--- src/rtl/pdm_decimator.sv ---
// pdm_decimator: 3rd-order CIC decimator that turns a 1-bit PDM stream into
// signed DATA_BITS-wide PCM samples with a single-cycle valid strobe.
module pdm_decimator #(
  parameter int OSR_LOG2  = 8,
  parameter int DATA_BITS = 12
) (
  input  logic                        clk,
  input  logic                        reset,
  input  logic                        pdm_in,
  input  logic                        bit_en,
  output logic signed [DATA_BITS-1:0] dout,
  output logic                        dout_valid
);
  localparam int W     = 3 * OSR_LOG2 + 1;
  localparam int SHIFT = W - 1 - DATA_BITS;
  localparam logic [OSR_LOG2-1:0] CNT_LAST = '1;
  localparam logic signed [W:0] OFFSET  = {2'b00, 1'b1, {(W-2){1'b0}}};
  localparam logic signed [W:0] MAX_POS = {{(W+2-DATA_BITS){1'b0}}, {(DATA_BITS-1){1'b1}}};
  localparam logic signed [W:0] MIN_NEG = {{(W+2-DATA_BITS){1'b1}}, {(DATA_BITS-1){1'b0}}};

  logic                        sync_q1, sync_q2;
  logic [W-1:0]                int1, int2, int3, int3_next;
  logic [OSR_LOG2-1:0]         frame_cnt;
  logic                        dec;
  logic [W-1:0]                comb1, comb2, comb3;
  logic [W-1:0]                dly1, dly2, dly3;
  logic                        v1, v2, v3, v4;
  logic signed [W:0]           centered;
  logic signed [W:0]           scaled_q;
  logic signed [DATA_BITS-1:0] sat;

  assign int3_next = int3 + int2;
  assign dec       = bit_en && (frame_cnt == CNT_LAST);
  // Full-scale C3 is 2^(W-1), so one extra bit keeps it positive before centring.
  assign centered  = $signed({1'b0, comb3}) - OFFSET;

  always_comb begin
    sat = scaled_q[DATA_BITS-1:0];
    if (scaled_q > MAX_POS)
      sat = MAX_POS[DATA_BITS-1:0];
    else if (scaled_q < MIN_NEG)
      sat = MIN_NEG[DATA_BITS-1:0];
  end

  always_ff @(posedge clk) begin
    if (reset) begin
      sync_q1    <= 1'b0;
      sync_q2    <= 1'b0;
      int1       <= '0;
      int2       <= '0;
      int3       <= '0;
      frame_cnt  <= '0;
      comb1      <= '0;
      comb2      <= '0;
      comb3      <= '0;
      dly1       <= '0;
      dly2       <= '0;
      dly3       <= '0;
      v1         <= 1'b0;
      v2         <= 1'b0;
      v3         <= 1'b0;
      v4         <= 1'b0;
      scaled_q   <= '0;
      dout       <= '0;
      dout_valid <= 1'b0;
    end else begin
      sync_q1 <= pdm_in;
      sync_q2 <= sync_q1;
      if (bit_en) begin
        int1      <= int1 + W'(sync_q2);
        int2      <= int2 + int1;
        int3      <= int3_next;
        frame_cnt <= frame_cnt + OSR_LOG2'(1);
      end
      // Comb pipeline advances on the strobe chain, independent of bit_en gaps.
      v1         <= dec;
      v2         <= v1;
      v3         <= v2;
      v4         <= v3;
      dout_valid <= v4;
      if (dec) begin
        comb1 <= int3_next - dly1;
        dly1  <= int3_next;
      end
      if (v1) begin
        comb2 <= comb1 - dly2;
        dly2  <= comb1;
      end
      if (v2) begin
        comb3 <= comb2 - dly3;
        dly3  <= comb2;
      end
      if (v3)
        scaled_q <= centered >>> SHIFT;
      if (v4)
        dout <= sat;
    end
  end
endmodule

--- config.mk ---
export PLATFORM = sky130hd
export DESIGN_NAME = pdm_decimator
export DESIGN_NICKNAME = d
export VERILOG_FILES = /design/src/rtl/pdm_decimator.sv
export SDC_FILE = /design/constraint.sdc
export NUM_CORES = 1
export LEC_CHECK = 0
export CORE_ASPECT_RATIO = 0.7
export CORE_MARGIN = 5
export CORE_UTILIZATION = 55
export DETAILED_ROUTE_END_ITERATION = 16
export DONT_BUFFER_PORTS = 1
export HOLD_SLACK_MARGIN = 0.12
export PLACE_DENSITY = 0.7
export SLEW_MARGIN = 20
export SYNTH_ARGS = -nofsm -noshare
export SYNTH_HDL_FRONTEND = slang
export SYNTH_SLANG_ARGS = --single-unit
--- constraint.sdc ---
create_clock -name clk -period 8.3 [get_ports clk]
set_input_delay 1.66 -clock clk [delete_from_list [all_inputs] [get_ports clk]]
set_output_delay 1.66 -clock clk [all_outputs]
set_load 0.05 [all_outputs]
* Word level (Yosys, flattened, before mapping)
Index checks and enable logic that the tools add are counted.
** Cells by class
- $mul :: 0
- Divide/modulo/power cells :: 0
- Reduce and logical (&&, ||, !) cells :: 1
- Bitwise logic cells :: 0
- Shifts and indexed selects :: 0
- Add/sub/neg operators :: 8
- $lt $le $gt $ge :: 2
- Equal/unequal tests :: 1
- Mux-type cells :: 2
** Operators with widths (number)
- $sub 25x25->25 :: 3
- $add 25x25->25 :: 2
- $sub 25x24->26 const B :: 1
- $add 25x1->25 :: 1
- $mux 12 :: 2
- $gt 14x12->1 const B :: 1
- $lt 14x12->1 const B :: 1
- $add 8x1->8 const B :: 1
- $eq 8x8->1 const B :: 1
- $logic_and 1x1->1 :: 1
** Storage, ports and cells
- RAM bits :: 0
- Bits in latches :: 0
- Register bits after elaboration :: 266
- Output and inout bits :: 13
- Memories kept :: 0
- Logic and storage cells :: 33
- Input port bits :: 4
- Bits in read-only memories :: 0

* Depth between registers and ports, before layout
Gate-level depths: netlist of run 1.
- Word-level depth :: 3
- Depth in mapped cells :: 21
- Mapped depth without buffers :: 20

* Worst setup path after synthesis of run 1
No wires, ideal clock.
- Path kind :: register to register
- Start point :: register int2[0]
- End point :: register comb1[24]
- Setup slack :: 4.056 ns
- Data required time :: 8.214 ns
- Path buffers :: 0
- Period minus slack after synthesis :: 4.244 ns
- Arrival time :: 4.159 ns
- Cell stages (with the launch flop) :: 18
- Setup time :: 0.086 ns
- Cell sequence :: dfxtp_1 ha_1 fa_1 a211oi_1 o21ai_1 a31oi_1 nor2b_1 o41ai_1 xnor2_1 ha_1 a21o_1 a2111oi_0 a21boi_1 o211ai_1 a221o_1 a21oi_2 xnor2_1 a211oi_1
** Between the ends
- Longest elaborated chain between the ends :: 2
** Ends and longest elaborated chain
- start, declared :: RTL line 22 : logic [W-1:0] int1, int2, int3, int3_next;
- start signal, assigned :: RTL line 71 : int2 <= int2 + int1;
- $add 25x25->25 :: RTL line 32 : assign int3_next = int3 + int2;
- net int3_next[12] :: RTL line 22
- $sub 25x25->25 :: RTL line 82 : comb1 <= int3_next - dly1;
- end signal, assigned :: RTL line 82
- end, declared :: RTL line 25 : logic [W-1:0] comb1, comb2, comb3;
The timed path passes the listed nets, and every way through them passes these cells.
A chain may end at the register's enable or synchronous reset.

* Worst setup path after layout of run 1
Same ends and word-level chain as after synthesis.

==> results of run 1 <==
==> critical path, cell delays in order (launching register included) <==
cell	delay [ns]
dfxtp_1	0.33
ha_1	0.23
fa_1	0.44
a211oi_1	0.42
o21ai_1	0.23
a31oi_1	0.22
nor2b_1	0.08
o41ai_1	0.56
xnor2_1	0.21
ha_1	0.39
nand4_1	0.14
a21oi_1	0.08
a2111oi_0	0.35
a21boi_1	0.24
o211ai_1	0.22
a221o_1	0.40
a21oi_2	0.15
xnor2_1	0.09
a211oi_1	0.23
==> placed cells by master (no fill, tap or decap), types with 24 or more instances in the layout <==
cell type  netlist  routed
a211oi_1        24      24
a21o_1          45      45
a21oi_1        123     123
clkbuf_16        0      26
dfxtp_1        254     252
ha_1           123     123
inv_1          104     104
mux2i_1        124     124
nand2_1        127     127
nand2b_1        24      24
nand3_1         37      36
nand4_1         24      24
nor2_1         235     235
o21ai_0         66      66
xnor2_1         61      61
xor2_1          53      53
==> metal layers <==
| layer | GRT usage | vias to the layer above | routed length (um) |
|---|---|---|---|
| li1 | - | 5990 | - |
| met3 | 0.03244 | 31 | 1545 |
| met2 | 0.2992 | 209 | 12540 |
| met1 | 0.3303 | 5437 | 17110 |
| met4 | 0.03514 | 0 | 489 |
| met5 | 0 | - | 0 |
==> report_power, final <==
group          internal, mW  total [mW]  switching, mW
combinational        0.0603       0.129         0.0690
clock                 0.801        1.30          0.497
sequential             1.22        1.23        0.00409
==> path summary, 6_finish.rpt <==
check | from | end | cells past startpoint
setup / recovery | int2[0] | comb1[24] | 18
hold / removal | dly1[16] | dly1[16] | 2
setup reg to reg | int2[0] | comb1[24] | 18
hold reg to reg | dly1[16] | dly1[16] | 2
==> kinds of logic after synthesis <==
family | count (synthesis)
xor+xnor | 114
flops | 254
mux | 125
compound gates | 383
fa+ha+maj | 127
buf+inv | 178
simple gates | 550
==> cell type report <==
type,count,share of cell area
Multi-Input combinational cell,1299,0.5619
Sequential cell,254,0.3213
Clock buffer,38,0.04899
Timing Repair Buffer,6,0.002845
Inverter,105,0.02489
Clock inverter,8,0.01130
Tap cell,364,0.02876
==> flip-flops by register name, indices dropped and copies added, names as in the netlist <==
| register | count |
|---|---|
| v2 | 1 |
| sync_q1 | 1 |
| v1 | 1 |
| comb2 | 25 |
| dly3 | 25 |
| dout_valid | 1 |
| dout | 12 |
| int3 | 25 |
| int1 | 25 |
| frame_cnt | 8 |
| int2 | 25 |
| dly2 | 25 |
| v4 | 1 |
| sync_q2 | 1 |
| dly1 | 25 |
| comb1 | 25 |
| comb3 | 13 |
| v3 | 1 |
| scaled_q | 14 |
==> metrics by stage <==
| step | worst slack, ns | util |
|---|---|---|
| floorplan | 4.056 | - |
| global placement | 3.374 | 0.5609 |
| detailed placement | 3.273 | 0.5609 |
| CTS | 3.213 | 0.5969 |
| global route | 2.651 | 0.5969 |
| finish | 3.187 | 0.5969 |
==> flow_summary.ini, run 1 <==
[yosys]
yosysSeqAreaShare = 0.3461
synth_nets = 1862
yosysMostFrequentCell = dfxtp_1
ys_ff_latch = 254
synth_area_leader_cell = dfxtp_1
async_flop_share = 0
synth_top_family_by_area = compound AO/OA/AOI/OAI gates
synth_edf_count = 0
synth-xor-area-share = 0.06796
synth_top_area_share = 0.3461
synth_mux_area_frac = 0.08525
synth_area_mm2 = 0.01469
synth_commonest_cells = dfxtp_1, nor2_1, nand2_1
yosys.area_share.simple = 0.1706
synth_cell_types = 80
synthAdderAreaFrac = 0.1102
synth_area_leaders = dfxtp_1, ha_1, mux2i_1, nor2_1, a21oi_1
netlist_instances = 1731
synth_flop_cell = dfxtp_1
yosysWarnings = 0
avgSynthCellArea_um2 = 8.487
synth_compound_area_frac = 0.1713

[grt]
grt_max_degree = 253
grt_pass1_vias = 10730
antenna_found_initial = 0
grt_pass1_wl_mm = 53.29
overflow = 0
gr-usage-all-layers = 0.2079

[critical_path]
r2r_slack_ns = 3.19
path_max_fanout = 5
critPathLaunchType = flip-flop
crit_required_ns = 8.75
critPathKind = reg2reg
cp-end-kind = flip-flop
cp_data_arrival_time_ns = 5.56

[timing]
slew_violations = 0
maxSlewHeadroom = 0.3931
rsz0062_at_grt = false
fin_skew_ns = 0.008309
hold_slack_ns = 0.4495
period_needed_ns = 5.113
totalNegativeSetupSlack_ns = 0
fin_crit_sh = 0.6160
max_freq_mhz = 195.6
worstMarginPinSlew_ns = 0.9023
hold_violations = 0
setup_violations = 0

[cts]
post_cts_buffers = 0
clockBufferDepth = 3
hold_buffers = 0
ctsResizeCount = 0
clkSlewWorstSetupHoldPaths_ns = 0.07
clock-sinks = 254
numCtsBuffers = 26
cts_tree = yes
insertion_delay_ns = 0.55
clk_root_buffer_cell = clkbuf_16
htreeDepth = 1

[die]
coreArea_mm2 = 0.02653
io_pins = 17
fp.dieW_um = 205.3
start_util = 0.5539
num_rows = 50
dieHeight_um = 146.7
dieArea_mm2 = 0.03013

[route]
drc = 0
avgViaCountPerCell = 5.625
drt_iter0_drc = 838
drt.antenna.violating_nets = 0
firstDrtPassIters = 7
vias = 11670
wirelength_mm = 31.68
wl_per_cell_um = 15.27

[finish]
regArea_mm2 = 0.005087
n_fill_cell = 2349
syn2layout_area_growth_pct = 7.775
num_antenna_cells = 0
stdcell_count = 2074
final_area_mm2 = 0.01583
final_nets = 1823
multiInputGateArea_mm2 = 0.008897
drive_above_1_share = 0.04737

[power]
powerDensity_mw_per_mm2 = 167.7
finalPower_mw = 2.655
leakage_nw = 6.276
peakVddDrop_mv = 0.1356

[place]
gp_congestion = 0.8830
place_area_mm2 = 0.01488
io_buffers = 0
dp_hpwl_mm = 22.18
dp.cells = 2028

[hold_path]
min_path_type = reg2reg

[job]
cap_violations = 0

[status]
status = complete, no violations
No activity file was read; power rests on OpenSTA's default activity.
==> run 2: changes to the inputs <==
==> constraint.sdc (replaced) <==
create_clock -name clk -period 5.4 [get_ports clk]
set_input_delay 1.08 -clock clk [delete_from_list [all_inputs] [get_ports clk]]
set_output_delay 1.08 -clock clk [all_outputs]
set_load 0.05 [all_outputs]
==> flow_summary.ini, run 2 (synthesis results as in run 1) <==
[status]
status = complete, no violations

[route]
drt.antenna.violating_nets = 0
vias = 11740
drc = 0
drt_iter0_drc = 802
wirelength_mm = 32.14
avgViaCountPerCell = 5.659
wl_per_cell_um = 15.49
firstDrtPassIters = 5

[grt]
grt_max_degree = 253
gr-usage-all-layers = 0.2130
grt_pass1_vias = 10980
met3_usage = 0.03199
use_met1 = 0.3326
antenna_found_initial = 0
grt_pass1_wl_mm = 54.48
overflow = 0
use_met2 = 0.3109
top_usage_layer = met1

[cts]
post_cts_buffers = 0
ctsResizeCount = 0
cts_tree = yes
clkSlewWorstSetupHoldPaths_ns = 0.07
hold_buffers = 0
htreeDepth = 1
numCtsBuffers = 26
insertion_delay_ns = 0.55
clk_root_buffer_cell = clkbuf_16
clock-sinks = 254
clockBufferDepth = 3

[timing]
hold_violations = 0
slew_violations = 0
max_freq_mhz = 205.0
period_needed_ns = 4.879
worstMarginPinSlew_ns = 0.8968
totalNegativeSetupSlack_ns = 0
maxSlewHeadroom = 0.3968
rsz0062_at_grt = false
hold_slack_ns = 0.4503
fin_skew_ns = 0.02981
setup_violations = 0
fin_crit_sh = 0.9034
setup_ws_ns = 0.5215

[power]
leakage_nw = 6.237
powerDensity_mw_per_mm2 = 249.0
peakVddDrop_mv = 0.2237

[hold_path]
worstHoldPathCells = 2
min_path_type = reg2reg

[critical_path]
ff2ff_path_depth = 19
critPathBufInv = 1
crit_required_ns = 5.84
critPathLaunchType = flip-flop
r2r_slack_ns = 0.52
critPathKind = reg2reg
r2r_end = comb1[24]
critPathMaxStageDelay_ns = 0.44
crit_slowest_cell = fa_1
regToRegStartpoint = int2[0]
path_delay_family = compound AO/OA/AOI/OAI gates
crit_cells = 19
path_max_fanout = 5
cp-end-kind = flip-flop
endpoint = comb1[24]
cp_data_arrival_time_ns = 5.32
crit_start = int2[0]
path_cells = ha_1, fa_1, a211oi_1, o21ai_1, a31oi_1, nor2b_1, o41ai_1, buf_4, xnor2_1, ha_1, nand4_1, a21oi_1, a2111oi_0, a21boi_1, o211ai_1, a221o_1, a21oi_2, xnor2_1, a211oi_1

[die]
num_rows = 50
fp.dieW_um = 205.3
start_util = 0.5539
io_pins = 17
dieHeight_um = 146.7
dieArea_mm2 = 0.03013
coreArea_mm2 = 0.02653

[place]
dp_hpwl_mm = 22.68
dp.cells = 2030
io_buffers = 0
gp_congestion = 0.9127
place_area_mm2 = 0.01489
pre_cts_ws_ns = 0.6596

[finish]
syn2layout_area_growth_pct = 7.214
final_nets = 1825
final_common_cell = dfxtp_1
final_cell_mix = dfxtp_1, nor2_1, nand2_1
stdcell_count = 2075
final_area_mm2 = 0.01575
num_antenna_cells = 0
drive_above_1_share = 0.04734
n_fill_cell = 2435

[job]
cap_violations = 0
## run 2: worst min path at each step
stage / slack, ns / startpoint / end
5_1_grt: 0.47 / dly1[19] / dly1[19]
6_report: 0.45 / dly1[8] / dly1[8]
3_3_place_gp: 0.44 / dly1[4] / dly1[4]
4_1_cts: 0.45 / dly1[8] / dly1[8]
2_1_floorplan: 0.41 / sync_q1 / sync_q2
3_5_place_dp: 0.44 / dly1[8] / dly1[8]
## run 2: stage by stage
stage | util | power [mW]
after floorplan | - | 2.121
after global placement | 0.5615 | 2.119
after detailed placement | 0.5615 | 2.125
after CTS | 0.5938 | 3.955
after global routing | 0.5938 | 4.061
final | 0.5938 | 3.922
## run 2: worst reg2reg max path, cell delays in order, from the launching register on
cell	delay (ns)
dfxtp_1	0.32
ha_1	0.23
fa_1	0.44
a211oi_1	0.45
o21ai_1	0.24
a31oi_1	0.23
nor2b_1	0.08
o41ai_1	0.26
buf_4	0.19
xnor2_1	0.16
ha_1	0.34
nand4_1	0.13
a21oi_1	0.07
a2111oi_0	0.34
a21boi_1	0.21
o211ai_1	0.22
a221o_1	0.40
a21oi_2	0.15
xnor2_1	0.09
a211oi_1	0.21
## run 2: final cells by class
class                   instances  area, um^2  area share
multi-input cells            1299        8897      0.5649
flip-flops and latches        254        5087      0.3230
clock buffers                  34       710.7     0.04512
well taps                     364       455.4     0.02891
inverters                     105       394.1     0.02502
clock inverters                11       146.4    0.009294
repair buffers                  8       60.06    0.003813
## run 2: per-layer routing
metal	wire length (um)	share of wire
met3	1582	0.049
met2	12880	0.40
met1	17180	0.53
met4	504	0.016
met5	0	0
## run 2: report_power, final
part           internal (mW)  total (mW)  switching, mW
Sequential              1.88        1.89        0.00606
Clock                   1.07        1.83          0.765
Combinational         0.0927       0.201          0.108
